--- config.mk ---
export PLATFORM = sky130hd
export DESIGN_NAME = alu_op_sequencer_flat
export DESIGN_NICKNAME = d
export VERILOG_FILES = /design/src/rtl/alu_op_sequencer_if.sv /design/src/rtl/alu_op_sequencer.sv /design/src/flat_wrapper.sv
export SDC_FILE = /design/constraint.sdc
export NUM_CORES = 1
export LEC_CHECK = 0
export CAP_MARGIN = 40
export CELL_PAD_IN_SITES_DETAIL_PLACEMENT = 0
export CELL_PAD_IN_SITES_GLOBAL_PLACEMENT = 2
export CORE_ASPECT_RATIO = 0.8
export CORE_MARGIN = 2
export CORE_UTILIZATION = 34
export CTS_CLUSTER_SIZE = 20
export DETAILED_ROUTE_END_ITERATION = 6
export PLACE_DENSITY_LB_ADDON = 0.2
export SYNTH_ARGS = -nofsm -noshare
export SYNTH_HDL_FRONTEND = slang
export SYNTH_SLANG_ARGS = --single-unit
--- constraint.sdc ---
create_clock -name clk -period 3.8 [get_ports clk]
set_input_delay 0.76 -clock clk [delete_from_list [all_inputs] [get_ports clk]]
set_output_delay 0.76 -clock clk [all_outputs]
set_load 0.01 [all_outputs]
--- src/rtl/alu_op_sequencer_if.sv ---
// alu_op_sequencer_if: command handshake between a host and the ALU sequencer.
interface alu_op_sequencer_if #(parameter int REPW = 4);
   logic            cmd_valid;
   logic            cmd_ready;
   logic [2:0]      cmd_opc;
   logic [1:0]      cmd_rd;
   logic [1:0]      cmd_ra;
   logic [1:0]      cmd_rb;
   logic            cmd_cin;
   logic [REPW-1:0] cmd_rep;
   modport master (output cmd_valid, cmd_opc, cmd_rd, cmd_ra, cmd_rb, cmd_cin, cmd_rep, input cmd_ready);
   modport slave (input cmd_valid, cmd_opc, cmd_rd, cmd_ra, cmd_rb, cmd_cin, cmd_rep, output cmd_ready);
endinterface

--- src/rtl/alu_op_sequencer.sv ---
// alu_op_sequencer: owns a small register file and drives an external ALU,
// repeating each command's operation back-to-back with write-back every cycle.
module alu_op_sequencer #(
   parameter int DW   = 16,
   parameter int NREG = 4,
   parameter int REPW = 4
) (
   input  logic          clk,
   input  logic          rst,
   alu_op_sequencer_if.slave cmd,
   input  logic          ld_en,
   input  logic [1:0]    ld_sel,
   input  logic [DW-1:0] ld_data,
   input  logic [1:0]    rd_sel,
   output logic [DW-1:0] rd_data,
   output logic [DW-1:0] alu_inpA,
   output logic [DW-1:0] alu_inpB,
   output logic          alu_inpC,
   output logic [2:0]    alu_opc,
   input  logic [DW-1:0] alu_outW,
   input  logic          alu_zero,
   input  logic          alu_neg,
   output logic          busy,
   output logic          done,
   output logic          flag_zero,
   output logic          flag_neg
);
   typedef enum logic [1:0] {IDLE, EXEC, DONE} state_t;
   state_t state, nxt;
   logic [DW-1:0]   regs [NREG];
   logic [2:0]      opc;
   logic [1:0]      rd, ra, rb;
   logic            cin;
   logic [REPW-1:0] cnt;
   logic            idle, exec;
   assign idle    = state == IDLE;
   assign exec    = state == EXEC;
   assign rd_data = regs[rd_sel];
   always_ff @(posedge clk)
      if (rst) state <= IDLE;
      else     state <= nxt;
   always_comb
      nxt = idle ? (cmd.cmd_valid ? EXEC : IDLE) :
            exec ? (cnt == REPW'(1) ? DONE : EXEC) : IDLE;
   always_comb begin
      cmd.cmd_ready = idle;
      busy          = !idle;
      done          = state == DONE;
      alu_inpA      = exec ? regs[ra] : '0;
      alu_inpB      = exec ? regs[rb] : '0;
      alu_inpC      = exec && cin;
      alu_opc       = exec ? opc : 3'd7;
   end
   // Host loads land at the same edge as an acceptance, so EXEC sees them.
   always_ff @(posedge clk) begin
      if (rst) begin
         for (int i = 0; i < NREG; i++) regs[i] <= '0;
         flag_zero <= 1'b0;
         flag_neg  <= 1'b0;
         cnt       <= '0;
         opc       <= '0;
         rd        <= '0;
         ra        <= '0;
         rb        <= '0;
         cin       <= 1'b0;
      end else begin
         if (idle && ld_en) regs[ld_sel] <= ld_data;
         if (idle && cmd.cmd_valid) begin
            opc <= cmd.cmd_opc;
            rd  <= cmd.cmd_rd;
            ra  <= cmd.cmd_ra;
            rb  <= cmd.cmd_rb;
            cin <= cmd.cmd_cin;
            cnt <= cmd.cmd_rep == '0 ? REPW'(1) : cmd.cmd_rep;
         end
         if (exec) begin
            regs[rd]  <= alu_outW;
            flag_zero <= alu_zero;
            flag_neg  <= alu_neg;
            cnt       <= cnt - REPW'(1);
         end
      end
   end
endmodule

--- src/flat_wrapper.sv ---
// flat-port wrapper written by rule: the top's interface ports become plain ports
module alu_op_sequencer_flat 
#(
   parameter int DW   = 16,
   parameter int NREG = 4,
   parameter int REPW = 4
)
  (clk, rst, ld_en, ld_sel, ld_data, rd_sel, rd_data, alu_inpA, alu_inpB, alu_inpC, alu_opc, alu_outW, alu_zero, alu_neg, busy, done, flag_zero, flag_neg, cmd_cmd_valid, cmd_cmd_opc, cmd_cmd_rd, cmd_cmd_ra, cmd_cmd_rb, cmd_cmd_cin, cmd_cmd_rep, cmd_cmd_ready);
  alu_op_sequencer_if #(.REPW(REPW)) cmd_i ();
  input  logic clk;
  input  logic rst;
  input  logic ld_en;
  input  logic [1:0] ld_sel;
  input  logic [DW-1:0] ld_data;
  input  logic [1:0] rd_sel;
  output logic [DW-1:0] rd_data;
  output logic [DW-1:0] alu_inpA;
  output logic [DW-1:0] alu_inpB;
  output logic alu_inpC;
  output logic [2:0] alu_opc;
  input  logic [DW-1:0] alu_outW;
  input  logic alu_zero;
  input  logic alu_neg;
  output logic busy;
  output logic done;
  output logic flag_zero;
  output logic flag_neg;
  input wire logic [$bits(cmd_i.cmd_valid)-1:0] cmd_cmd_valid;
  input wire logic [$bits(cmd_i.cmd_opc)-1:0] cmd_cmd_opc;
  input wire logic [$bits(cmd_i.cmd_rd)-1:0] cmd_cmd_rd;
  input wire logic [$bits(cmd_i.cmd_ra)-1:0] cmd_cmd_ra;
  input wire logic [$bits(cmd_i.cmd_rb)-1:0] cmd_cmd_rb;
  input wire logic [$bits(cmd_i.cmd_cin)-1:0] cmd_cmd_cin;
  input wire logic [$bits(cmd_i.cmd_rep)-1:0] cmd_cmd_rep;
  output wire logic [$bits(cmd_i.cmd_ready)-1:0] cmd_cmd_ready;
  assign cmd_i.cmd_valid = cmd_cmd_valid;
  assign cmd_i.cmd_opc = cmd_cmd_opc;
  assign cmd_i.cmd_rd = cmd_cmd_rd;
  assign cmd_i.cmd_ra = cmd_cmd_ra;
  assign cmd_i.cmd_rb = cmd_cmd_rb;
  assign cmd_i.cmd_cin = cmd_cmd_cin;
  assign cmd_i.cmd_rep = cmd_cmd_rep;
  assign cmd_cmd_ready = cmd_i.cmd_ready;
  alu_op_sequencer #(.DW(DW), .NREG(NREG), .REPW(REPW)) u_core (.clk(clk), .rst(rst), .cmd(cmd_i), .ld_en(ld_en), .ld_sel(ld_sel), .ld_data(ld_data), .rd_sel(rd_sel), .rd_data(rd_data), .alu_inpA(alu_inpA), .alu_inpB(alu_inpB), .alu_inpC(alu_inpC), .alu_opc(alu_opc), .alu_outW(alu_outW), .alu_zero(alu_zero), .alu_neg(alu_neg), .busy(busy), .done(done), .flag_zero(flag_zero), .flag_neg(flag_neg));
endmodule
==> impl_metrics.yaml <==
clock_network:
  cts_tree: "built"
  clk_path_buf_depth: 2
  post_cts_resize_count: 0
  numClockSinks: 86
  path_clk_slew_ns: 0.06
  cts_buf_count: 9
  postCtsSetupRepairBufs: 0
  clock_root_cell: "sky130_fd_sc_hd__clkbuf_16"
  cts-hold-fix-buffers: 0
  htree_num_levels: 3
  clk_latency_ns: 0.33
place:
  routabilityCongestion: 0.746
  post_dp_hpwl_um: 9500
  post-place-ws_ns: 0.496
  placedCellCount: 694
  io_buffer_count: 112
  postPlaceCellArea_um2: 6490
sta:
  fin_ws_ns: 0.503
  clock_skew_ns: 0.00581
  finalHoldViolCount: 0
  worst_slew_pin_slew_ns: 0.874
  max_freq_ghz: 0.303
  timing.final.setup_violations: 0
  setup_repair_after_global_routing_missed_its_margin: "no"
  slew_headroom_pct: 41.6
  final.period_utilization_pct: 86.8
  final_max_slew_viols: 0
  fin_tns_setup_ns: 0
  final.hold.worst_slack_ns: 0.449
  finalWorstPathRequiredPeriod_ns: 3.30
logic_synthesis:
  syn-instance-count: 407
  synth_seq_area_share_pct: 46.3
  synth.largest_area_cell: "sky130_fd_sc_hd__edfxtp_1"
  synth.area.mux_share_pct: 21.4
  yosys.area_share.adder_pct: 0.491
  synth_simple_gate_area_share_pct: 20.7
  synth.area.top_cells: "sky130_fd_sc_hd__edfxtp_1, sky130_fd_sc_hd__mux4_2, sky130_fd_sc_hd__dfxtp_1"
  synth_fp_nets: 465
  post_syn_area_per_cell_um2: 12.5
  combinational_family_with_the_most_area_after_synthesis: "multiplexers"
  flops_latches_synth: 86
  mappedNetlistArea_um2: 5100
  synthDominantCellAreaShare_pct: 37.7
  synthXorXnorAreaFrac_pct: 0
  yosysWarnings: 0
  synth_compound_area_share_pct: 5.71
  netlist-cell-type-count: 38
die:
  ioPinCount: 113
  die_area_um2: 16000
  std_cell_rows: 40
  core_area_um2: 14900
  floorplan.die.height_um: 114
  die_width_um: 141
  floorplan.initialDensity_pct: 34.3
worst_setup_path:
  timing_worst_setup_path_type: "primary input to output pin"
  cp.arrival_ns: 2.54
  worst_ep_required_time_ns: 3.04
  worst_reg_to_reg_path_cell_count: 5
  timing.critical_path.from: "rd_sel[0]"
  critPathCaptureType: "output pin"
  worstSetupEndpoint: "rd_data[11]"
  start_kind: "primary input"
  rr_startpoint: "u_core.state[0]"
  regToRegSetupSlack_ns: 1.59
  timing.rr.end: "u_core.regs[2][11]"
  timing.critical_path.fanout_max: 16
job:
  maxCapViolCount: 0
global_route:
  grt_pass1_wl_um: 21100
  grt_start_max_net_pins: 48
  via_count_of_the_first_global_routing_pass: 3729
  grt_total_usage_pct: 17.4
  aggregate_global_routing_overflow: 0
  grt_antenna_before_repair: 0
finish:
  final_common_cell: "sky130_fd_sc_hd__clkdlybuf4s50_1"
  final_core_util_pct: 46.0
  synth_to_layout_area_growth_pct: 33.9
  seq_area_um2: 2360
  insertedDiodeCount: 0
  finalInstanceArea_um2: 6830
  total_area_of_multi_input_combinational_cells_um2: 2490
  fillers: 1348
  final_net_count: 574
  final_cell_mix: "sky130_fd_sc_hd__clkdlybuf4s50_1, sky130_fd_sc_hd__edfxtp_1, sky130_fd_sc_hd__mux4_2"
  layoutNonFillerInstCount: 710
  proportion_of_layout_cells_with_a_drive_suffix_above_1_pct: 25.1
detailed_routing:
  routed_via_density: 5.17
  finalWirelength_um: 13400
  detailroute.via_count: 3672
  drtAntennaViolNets: 0
  remaining_drc_errors: 0
  drtPass1Iterations: 4
  first_iter_violations: 159
  wire_per_inst_um: 18.9
power:
  p_per_area_nw_per_um2: 401
  cellLeakagePower_nw: 2.40
  p_total_mw: 2.74
  vdd.ir_drop.worst_mv: 0.214
run_status:
  outcome: "finished, final reports clean"
hold_path:
  hold_path_class: "flop to flop"
  worst_hold_path_cell_count: 2
-- state kept, by name, indices dropped and copies added (netlist names), named ones only --
signal,flops
u_core.flag_neg,1
u_core.cin,1
u_core.rb,2
u_core.rd,2
u_core.regs,64
u_core.state,2
u_core.opc,3
u_core.flag_zero,1
u_core.cnt,4
u_core.ra,2
-- where the power goes --
part           total [mW]  switching (mW)  internal [mW]
combinational       0.593           0.282          0.311
sequential           1.14          0.0512           1.09
clock                1.01           0.361          0.650
-- kinds of logic (layout without fill, tap and decap cells) --
logic type | Yosys count | in the layout
AO/OA/AOI/OAI | 44 | 44
flip-flops | 86 | 86
adder cells (fa/ha/maj) | 2 | 2
AND/OR/NAND/NOR | 167 | 167
buffers and inverters | 59 | 173
multiplexers | 49 | 49
-- Yosys cell counts, drive strengths merged --
library cell / instances
ha: 2
clkbuf: 17
buf: 22
nor3: 50
nand2: 42
o21ai: 4
mux2i: 1
o211ai: 2
dfxtp: 22
and3b: 1
a2bb2oi: 1
o31ai: 1
edfxtp: 64
mux4: 48
or3: 2
or3b: 3
a21oi: 16
a21o: 17
nor3b: 3
nand3b: 17
inv: 20
nand3: 2
or2: 1
nor2b: 3
nor2: 5
nand2b: 5
o221a: 1
a31oi: 2
and2: 33
-- worst max-delay path: stages --
cell                              delay (ns)
sky130_fd_sc_hd__clkdlybuf4s50_1        0.52
sky130_fd_sc_hd__buf_12                 0.21
sky130_fd_sc_hd__mux4_2                 0.54
sky130_fd_sc_hd__clkdlybuf4s50_1        0.50
-- final cells by class --
cell class | count | area share (%)
multi-input combinational | 262 | 36.5
timing repair buffer | 137 | 19.3
clock buffer | 10 | 3.35
inverter | 20 | 1.10
sequential | 86 | 34.6
tap | 189 | 3.46
clock inverter | 6 | 1.70
-- metal layers --
metal | up-vias | global-route usage [%] | wire length [µm]
met5 | - | 0 | 0
met4 | 0 | 3.53 | 89
met3 | 6 | 3.86 | 619
met2 | 96 | 29.1 | 6550
met1 | 1833 | 23.5 | 6170
li1 | 1737 | - | -
-- how the worst min path moves through the flow --
stage / startpoint / endpoint / slack [ns]
after floorplan: u_core.opc[0] / u_core.opc[0] / 0.43
after global placement: u_core.opc[2] / u_core.opc[2] / 0.44
after global routing: u_core.opc[1] / u_core.opc[1] / 0.47
after detailed placement: u_core.opc[2] / u_core.opc[2] / 0.45
final: u_core.opc[2] / u_core.opc[2] / 0.45
after CTS: u_core.opc[0] / u_core.opc[0] / 0.45
(Power assumes the default switching activity.)
